--- src/rtl/mu0_io_bridge_if.sv ---
// Bus bundle between the MU0 core port, system memory and the I/O page.
// cpu_rd / cpu_wr are the valid strobes and the bridge is always ready, so any strobe
// sampled high at a rising Clk completes in that cycle (zero wait states).
interface mu0_io_bridge_if;
  logic [11:0] cpu_addr;
  logic [15:0] cpu_dout;
  logic        cpu_rd;
  logic        cpu_wr;
  logic [15:0] cpu_din;
  logic [11:0] mem_addr;
  logic [15:0] mem_wdata;
  logic        mem_rd;
  logic        mem_wr;
  logic [15:0] mem_rdata;
  logic        tx;
  logic        tx_busy;
  logic [1:0]  tx_state;

  modport slave (
    input  cpu_addr, cpu_dout, cpu_rd, cpu_wr, mem_rdata,
    output cpu_din, mem_addr, mem_wdata, mem_rd, mem_wr, tx, tx_busy, tx_state
  );

  modport master (
    output cpu_addr, cpu_dout, cpu_rd, cpu_wr, mem_rdata,
    input  cpu_din, mem_addr, mem_wdata, mem_rd, mem_wr, tx, tx_busy, tx_state
  );
endinterface

--- src/rtl/mu0_io_bridge.sv ---
// MU0 memory-port bridge: pass-through to memory plus a 16-word I/O page holding a
// TX FIFO, an 8N1 serial transmitter and status/count registers.
module mu0_io_bridge #(
  parameter logic [11:0] IO_BASE      = 12'hFF0,
  parameter int          FIFO_DEPTH   = 4,
  parameter int          CLKS_PER_BIT = 16
) (
  input  logic           Clk,
  input  logic           Reset,
  mu0_io_bridge_if.slave bus
);
  localparam int PW = (FIFO_DEPTH > 1) ? $clog2(FIFO_DEPTH) : 1;
  localparam int CW = PW + 1;
  localparam int BW = $clog2(CLKS_PER_BIT);
  localparam logic [CW-1:0] FULL_CNT  = CW'(FIFO_DEPTH);
  localparam logic [BW-1:0] BAUD_LAST = BW'(CLKS_PER_BIT - 1);

  typedef enum logic [1:0] {
    IDLE  = 2'd0,
    START = 2'd1,
    DATA  = 2'd2,
    STOP  = 2'd3
  } tx_state_t;

  logic        io_sel;
  logic [3:0]  io_off;
  logic        push;
  logic        stat_wr;
  logic [15:0] io_rdata;

  logic [7:0]    fifo_mem [FIFO_DEPTH];
  logic [PW-1:0] wr_ptr;
  logic [PW-1:0] rd_ptr;
  logic [CW-1:0] count;
  logic          ovf;
  logic          full;
  logic          empty;
  logic          pop;
  logic          accept;
  logic          drop;

  tx_state_t     state, state_n;
  logic [BW-1:0] baud, baud_n;
  logic [2:0]    bit_idx, bit_n;
  logic [7:0]    shreg, sh_n;
  logic          tx_q, tx_n;

  assign io_sel  = (bus.cpu_addr[11:4] == IO_BASE[11:4]);
  assign io_off  = bus.cpu_addr[3:0];
  assign push    = io_sel & bus.cpu_wr & (io_off == 4'd0);
  assign stat_wr = io_sel & bus.cpu_wr & (io_off == 4'd1);

  assign bus.mem_addr  = bus.cpu_addr;
  assign bus.mem_wdata = bus.cpu_dout;
  assign bus.mem_rd    = bus.cpu_rd & ~io_sel;
  assign bus.mem_wr    = bus.cpu_wr & ~io_sel;
  assign bus.cpu_din   = io_sel ? io_rdata : bus.mem_rdata;

  assign bus.tx       = tx_q;
  assign bus.tx_busy  = (state != IDLE);
  assign bus.tx_state = state;

  always_comb begin
    io_rdata = '0;
    case (io_off)
      4'd1:    io_rdata = {12'b0, ovf, empty, bus.tx_busy, full};
      4'd2:    io_rdata = 16'(count);
      default: io_rdata = '0;
    endcase
  end

  assign full   = (count == FULL_CNT);
  assign empty  = (count == '0);
  // A pop in the same cycle frees a slot, so a push into a full FIFO still lands.
  assign accept = push & (~full | pop);
  assign drop   = push & full & ~pop;

  always_ff @(posedge Clk) begin
    if (accept) begin
      fifo_mem[wr_ptr] <= bus.cpu_dout[7:0];
    end
  end

  always_ff @(posedge Clk or negedge Reset) begin
    if (!Reset) begin
      wr_ptr <= '0;
      rd_ptr <= '0;
      count  <= '0;
      ovf    <= 1'b0;
    end else begin
      if (accept) begin
        wr_ptr <= wr_ptr + PW'(1);
      end
      if (pop) begin
        rd_ptr <= rd_ptr + PW'(1);
      end
      case ({accept, pop})
        2'b10:   count <= count + CW'(1);
        2'b01:   count <= count - CW'(1);
        default: count <= count;
      endcase
      // A dropped push wins over a same-cycle clear so the overflow is never lost.
      if (drop) begin
        ovf <= 1'b1;
      end else if (stat_wr) begin
        ovf <= 1'b0;
      end
    end
  end

  always_ff @(posedge Clk or negedge Reset) begin
    if (!Reset) begin
      state   <= IDLE;
      baud    <= '0;
      bit_idx <= '0;
      shreg   <= '0;
      tx_q    <= 1'b1;
    end else begin
      state   <= state_n;
      baud    <= baud_n;
      bit_idx <= bit_n;
      shreg   <= sh_n;
      tx_q    <= tx_n;
    end
  end

  always_comb begin
    state_n = state;
    baud_n  = baud;
    bit_n   = bit_idx;
    sh_n    = shreg;
    tx_n    = tx_q;
    pop     = 1'b0;
    case (state)
      IDLE: begin
        tx_n = 1'b1;
        if (!empty) begin
          pop     = 1'b1;
          sh_n    = fifo_mem[rd_ptr];
          baud_n  = '0;
          tx_n    = 1'b0;
          state_n = START;
        end
      end
      START: begin
        if (baud == BAUD_LAST) begin
          baud_n  = '0;
          bit_n   = '0;
          tx_n    = shreg[0];
          state_n = DATA;
        end else begin
          baud_n = baud + BW'(1);
        end
      end
      DATA: begin
        if (baud == BAUD_LAST) begin
          baud_n = '0;
          if (bit_idx == 3'd7) begin
            tx_n    = 1'b1;
            state_n = STOP;
          end else begin
            // The next bit to send is shreg[1], which becomes shreg[0] after the shift.
            bit_n = bit_idx + 3'd1;
            sh_n  = {1'b0, shreg[7:1]};
            tx_n  = shreg[1];
          end
        end else begin
          baud_n = baud + BW'(1);
        end
      end
      STOP: begin
        if (baud == BAUD_LAST) begin
          baud_n = '0;
          if (!empty) begin
            pop     = 1'b1;
            sh_n    = fifo_mem[rd_ptr];
            tx_n    = 1'b0;
            state_n = START;
          end else begin
            tx_n    = 1'b1;
            state_n = IDLE;
          end
        end else begin
          baud_n = baud + BW'(1);
        end
      end
      default: begin
        tx_n    = 1'b1;
        state_n = IDLE;
      end
    endcase
  end
endmodule

--- src/flat_wrapper.sv ---
// flat-port wrapper written by rule: the top's interface ports become plain ports
module mu0_io_bridge_flat 
#(
  parameter logic [11:0] IO_BASE      = 12'hFF0,
  parameter int          FIFO_DEPTH   = 4,
  parameter int          CLKS_PER_BIT = 16
)
  (Clk, Reset, bus_cpu_addr, bus_cpu_dout, bus_cpu_rd, bus_cpu_wr, bus_mem_rdata, bus_cpu_din, bus_mem_addr, bus_mem_wdata, bus_mem_rd, bus_mem_wr, bus_tx, bus_tx_busy, bus_tx_state);
  mu0_io_bridge_if bus_i ();
  input  logic Clk;
  input  logic Reset;
  input wire logic [$bits(bus_i.cpu_addr)-1:0] bus_cpu_addr;
  input wire logic [$bits(bus_i.cpu_dout)-1:0] bus_cpu_dout;
  input wire logic [$bits(bus_i.cpu_rd)-1:0] bus_cpu_rd;
  input wire logic [$bits(bus_i.cpu_wr)-1:0] bus_cpu_wr;
  input wire logic [$bits(bus_i.mem_rdata)-1:0] bus_mem_rdata;
  output wire logic [$bits(bus_i.cpu_din)-1:0] bus_cpu_din;
  output wire logic [$bits(bus_i.mem_addr)-1:0] bus_mem_addr;
  output wire logic [$bits(bus_i.mem_wdata)-1:0] bus_mem_wdata;
  output wire logic [$bits(bus_i.mem_rd)-1:0] bus_mem_rd;
  output wire logic [$bits(bus_i.mem_wr)-1:0] bus_mem_wr;
  output wire logic [$bits(bus_i.tx)-1:0] bus_tx;
  output wire logic [$bits(bus_i.tx_busy)-1:0] bus_tx_busy;
  output wire logic [$bits(bus_i.tx_state)-1:0] bus_tx_state;
  assign bus_i.cpu_addr = bus_cpu_addr;
  assign bus_i.cpu_dout = bus_cpu_dout;
  assign bus_i.cpu_rd = bus_cpu_rd;
  assign bus_i.cpu_wr = bus_cpu_wr;
  assign bus_i.mem_rdata = bus_mem_rdata;
  assign bus_cpu_din = bus_i.cpu_din;
  assign bus_mem_addr = bus_i.mem_addr;
  assign bus_mem_wdata = bus_i.mem_wdata;
  assign bus_mem_rd = bus_i.mem_rd;
  assign bus_mem_wr = bus_i.mem_wr;
  assign bus_tx = bus_i.tx;
  assign bus_tx_busy = bus_i.tx_busy;
  assign bus_tx_state = bus_i.tx_state;
  mu0_io_bridge #(.IO_BASE(IO_BASE), .FIFO_DEPTH(FIFO_DEPTH), .CLKS_PER_BIT(CLKS_PER_BIT)) u_core (.Clk(Clk), .Reset(Reset), .bus(bus_i));
endmodule
--- config.mk ---
export PLATFORM = sky130hd
export DESIGN_NAME = mu0_io_bridge_flat
export DESIGN_NICKNAME = d
export VERILOG_FILES = /design/src/rtl/mu0_io_bridge_if.sv /design/src/rtl/mu0_io_bridge.sv /design/src/flat_wrapper.sv
export SDC_FILE = /design/constraint.sdc
export NUM_CORES = 1
export LEC_CHECK = 0
export CORE_ASPECT_RATIO = 0.8
export CORE_MARGIN = 3
export CORE_UTILIZATION = 42
export CTS_CLUSTER_DIAMETER = 40
export CTS_CLUSTER_SIZE = 10
export DETAILED_ROUTE_END_ITERATION = 6
export HOLD_SLACK_MARGIN = 0.03
export PLACE_DENSITY_LB_ADDON = 0.2
export REMOVE_ABC_BUFFERS = 1
export SLEW_MARGIN = 20
export SYNTH_ARGS = -nofsm -noshare
export SYNTH_HDL_FRONTEND = slang
export SYNTH_SLANG_ARGS = --single-unit
--- constraint.sdc ---
create_clock -name Clk -period 2.5 [get_ports Clk]
set_input_delay 0.625 -clock Clk [delete_from_list [all_inputs] [get_ports Clk]]
set_output_delay 0.625 -clock Clk [all_outputs]
set_load 0.05 [all_outputs]
==> metrics.yaml <==
status:
  outcome: "completed"
finish:
  layoutNonFillerInstCount: 451
  finalInstanceArea_um2: 4580
  finish.net_count: 420
  final_cell_mix: "sky130_fd_sc_hd__buf_4, sky130_fd_sc_hd__edfxtp_1, sky130_fd_sc_hd__clkdlybuf4s50_1, sky130_fd_sc_hd__buf_12"
  core_occupancy_in_the_finished_layout_pct: 65.4
  fillerInstances: 544
  area_growth_pct: 48.1
  layout_commonest_cell: "sky130_fd_sc_hd__buf_4"
  antennaDiodeCount: 0
  layout-drive-gt1-share_pct: 34.3
flow_run:
  max_cap_violations: 0
worst_setup_path:
  timing.critical_path.slowest_stage_cell: "sky130_fd_sc_hd__nor4b_2"
  worst-r2r-cell-count: 9
  worstReg2RegStart: "u_core.bus.tx_state[0]$_DFFE_PN0P_"
  critical-path-max-stage-delay_ns: 0.29
  critPathLaunch: "bus_cpu_addr[2]"
  critical_path.cell_chain: "dlygate4sd2_1 -> nor4b_2 -> buf_4 -> a22oi_1 -> a21oi_2 -> buf_12"
  critical_path.startpoint_type: "primary input"
  cp_max_fo: 3
  timing.critical_path.to_type: "output pin"
  r2r_slack_ns: 0.12
  regToRegEndpoint: "u_core.count[2]$_DFFE_PN0P_"
  crit_buf_inv: 3
  category_of_the_most_critical_setup_path: "in2out"
  crit_family: "buffers and inverters"
  cp_data_required_time_ns: 1.88
  worst_ep_arrival_time_ns: 1.79
place:
  numPortBuffers: 81
  postPlaceCellArea_um2: 4290
  dp_cells: 429
  globalplace.congestion: 0.799
  dp.final_hpwl_um: 5180
  place_worst_setup_slack_ns: -0.235
timing:
  finalHoldViolations: 0
  timing.slew.headroom_pct: 59.8
  fmaxAchievable_mhz: 413
  timing.final.setup_violations: 0
  grt_setup_unrepaired: "false"
  hold_slack_ns: 0.479
  period_utilisation_layout_pct: 96.7
  timing.final.crit_period_ns: 2.42
  maxSlewViolCount: 0
  fin_setup_tns_ns: 0
  fin_ws_ns: 0.0813
  finClkSkew_ns: 0.00869
  worst_pin_slew_ns: 0.604
die:
  i_o_pin_cnt: 98
  placementRows: 27
  initial_core_util_pct: 44.2
  chipHeight_um: 82.7
  dieArea_um2: 8430
  dieWidth_um: 102
  core_um2: 6990
min_path:
  min_delay_path_depth: 2
  hp-start: "u_core.bus.tx$_DFFE_PN1P_"
  worst_hold_path.endpoint: "u_core.bus.tx$_DFFE_PN1P_"
  worst_hold_path_type: "reg2reg"
clock_network:
  clock_tree_from_tritoncts: "done"
  cts-root-buf: "sky130_fd_sc_hd__clkbuf_8"
  htree_num_levels: 3
  cts_inserted_buffers: 9
  ctsLongestPathBuffers: 2
  cts_hold_buf: 0
  numClockSinks: 58
  clkLatencyLatePin_ns: 0.32
  path_clk_slew_ns: 0.06
detailed_routing:
  drc: 0
  dr.pass1.iters: 4
  routed_via_count_divided_by_cell_count: 4.96
  ant_nets: 0
  num_vias: 2239
  drt-total-wl_um: 6980
  dr.first_iter.drc_count: 104
  avgRoutedWirePerCell_um: 15.5
synth:
  ys_seq_elements: 58
  yosys_most_used_dff: "sky130_fd_sc_hd__edfxtp_1"
  synth-async-reset-ratio_pct: 44.8
  syn-cell-area_um2: 3090
  yosys_warnings: 0
  synth_area_per_cell_um2: 11.8
  synthCells: 262
  synth_cell_types: 40
  synth_seq_area_share_pct: 52.2
  synth_enable_flop_cells: 32
global_routing:
  top_usage_layer: "met2"
  grt_antenna_before_repair: 0
  grt_max_degree: 27
  global_route.usage.met2_pct: 25.2
  met1_usage_pct: 21.9
  use_met3_pct: 5.63
  grt.total_usage_pct: 16.2
  grt-ovfl-total: 0
  first_global_vias: 2164
  grt_first_pass_wirelength_um: 10300
power_and_ir_drop:
  p_leak_nw: 1.95
  post-layout-total-power_mw: 2.30
  power_density_nw_per_um2: 503
  vdd.ir_drop.worst_v: 0.000253
## worst max-delay path by stage
stage	endpoint	cells past startpoint	slack, ns
finish	bus_cpu_din[0]	6	0.08
global route	bus_cpu_din[1]	7	0.008
CTS	bus_cpu_din[1]	7	0.01
detailed placement	bus_cpu_din[2]	6	-0.23
global placement	bus_cpu_din[2]	6	-0.19
floorplan	bus_cpu_din[1]	5	-0.60
## cells by family (layout without fill, tap and decap cells)
logic type | Yosys count | after routing | share of synthesized area, %
mux | 17 | 17 | 8.75
xor+xnor | 3 | 3 | 0.851
compound gates | 46 | 46 | 10.0
fa+ha+maj | 13 | 13 | 5.51
flops | 58 | 58 | 52.2
simple gates | 81 | 81 | 13.8
buf+inv | 44 | 146 | 8.91
## synthesized netlist by cell type, types with 5 or more instances
master,count,area [um^2]
sky130_fd_sc_hd__inv_1,8,30.0
sky130_fd_sc_hd__buf_4,28,210
sky130_fd_sc_hd__mux2i_1,9,90.1
sky130_fd_sc_hd__ha_1,12,150
sky130_fd_sc_hd__nand3_1,5,25.0
sky130_fd_sc_hd__nor3_1,5,25.0
sky130_fd_sc_hd__o21ai_0,24,120
sky130_fd_sc_hd__mux4_2,8,180
sky130_fd_sc_hd__nor2_1,9,33.8
sky130_fd_sc_hd__nand2_1,24,90.1
sky130_fd_sc_hd__edfxtp_1,32,961
sky130_fd_sc_hd__nand4_1,5,31.3
sky130_fd_sc_hd__nor2b_1,16,100
sky130_fd_sc_hd__and2_1,7,43.8
sky130_fd_sc_hd__dfrtp_1,25,626
## report_power, final
group | switching [mW] | internal (mW) | total, mW
logic | 0.251 | 0.218 | 0.469
clock network | 0.346 | 0.377 | 0.723
registers | 0.0361 | 1.07 | 1.11
total | 0.633 | 1.67 | 2.30
## state kept, by name, summed over array words and instances, names as in the netlist
register,cells
u_core.bus.tx,1
u_core.bit_idx,3
u_core.fifo_mem,32
u_core.bus.tx_state,2
u_core.baud,4
u_core.shreg,8
u_core.rd_ptr,2
u_core.ovf,1
u_core.wr_ptr,2
u_core.count,3
## cell type report
| cell class | instances | area (um^2) | share of cell area (%) |
|---|---|---|---|
| clock inverters | 6 | 32.5 | 0.711 |
| well taps | 87 | 109 | 2.38 |
| multi-input cells | 160 | 1260 | 27.5 |
| inverters | 8 | 33.8 | 0.738 |
| clock buffers | 10 | 138 | 3.01 |
| flip-flops and latches | 58 | 1620 | 35.3 |
| repair buffers | 122 | 1390 | 30.3 |
## worst register-to-register path: stages (launching register included)
cell	delay (ns)
sky130_fd_sc_hd__dfrtp_2	0.41
sky130_fd_sc_hd__inv_1	0.08
sky130_fd_sc_hd__ha_1	0.31
sky130_fd_sc_hd__or3_4	0.43
sky130_fd_sc_hd__a31o_4	0.23
sky130_fd_sc_hd__fa_2	0.36
sky130_fd_sc_hd__buf_4	0.15
sky130_fd_sc_hd__nand2b_1	0.06
sky130_fd_sc_hd__mux2i_1	0.08
sky130_fd_sc_hd__a211oi_2	0.18
## routing by layer
layer,routed length (um),vias to the layer above
li1,-,1110
met1,3220,1079
met2,3480,46
met3,230,4
met4,47,0
met5,0,-
## what timing repair did
action | CTS | global route
cloned | 1 | 0
setup buffers | 2 | 3
endpoints found under the setup margin | 15 | 2
pin swaps | 8 | 0
resized for setup | 26 | 9
(Power assumes the default switching activity.)
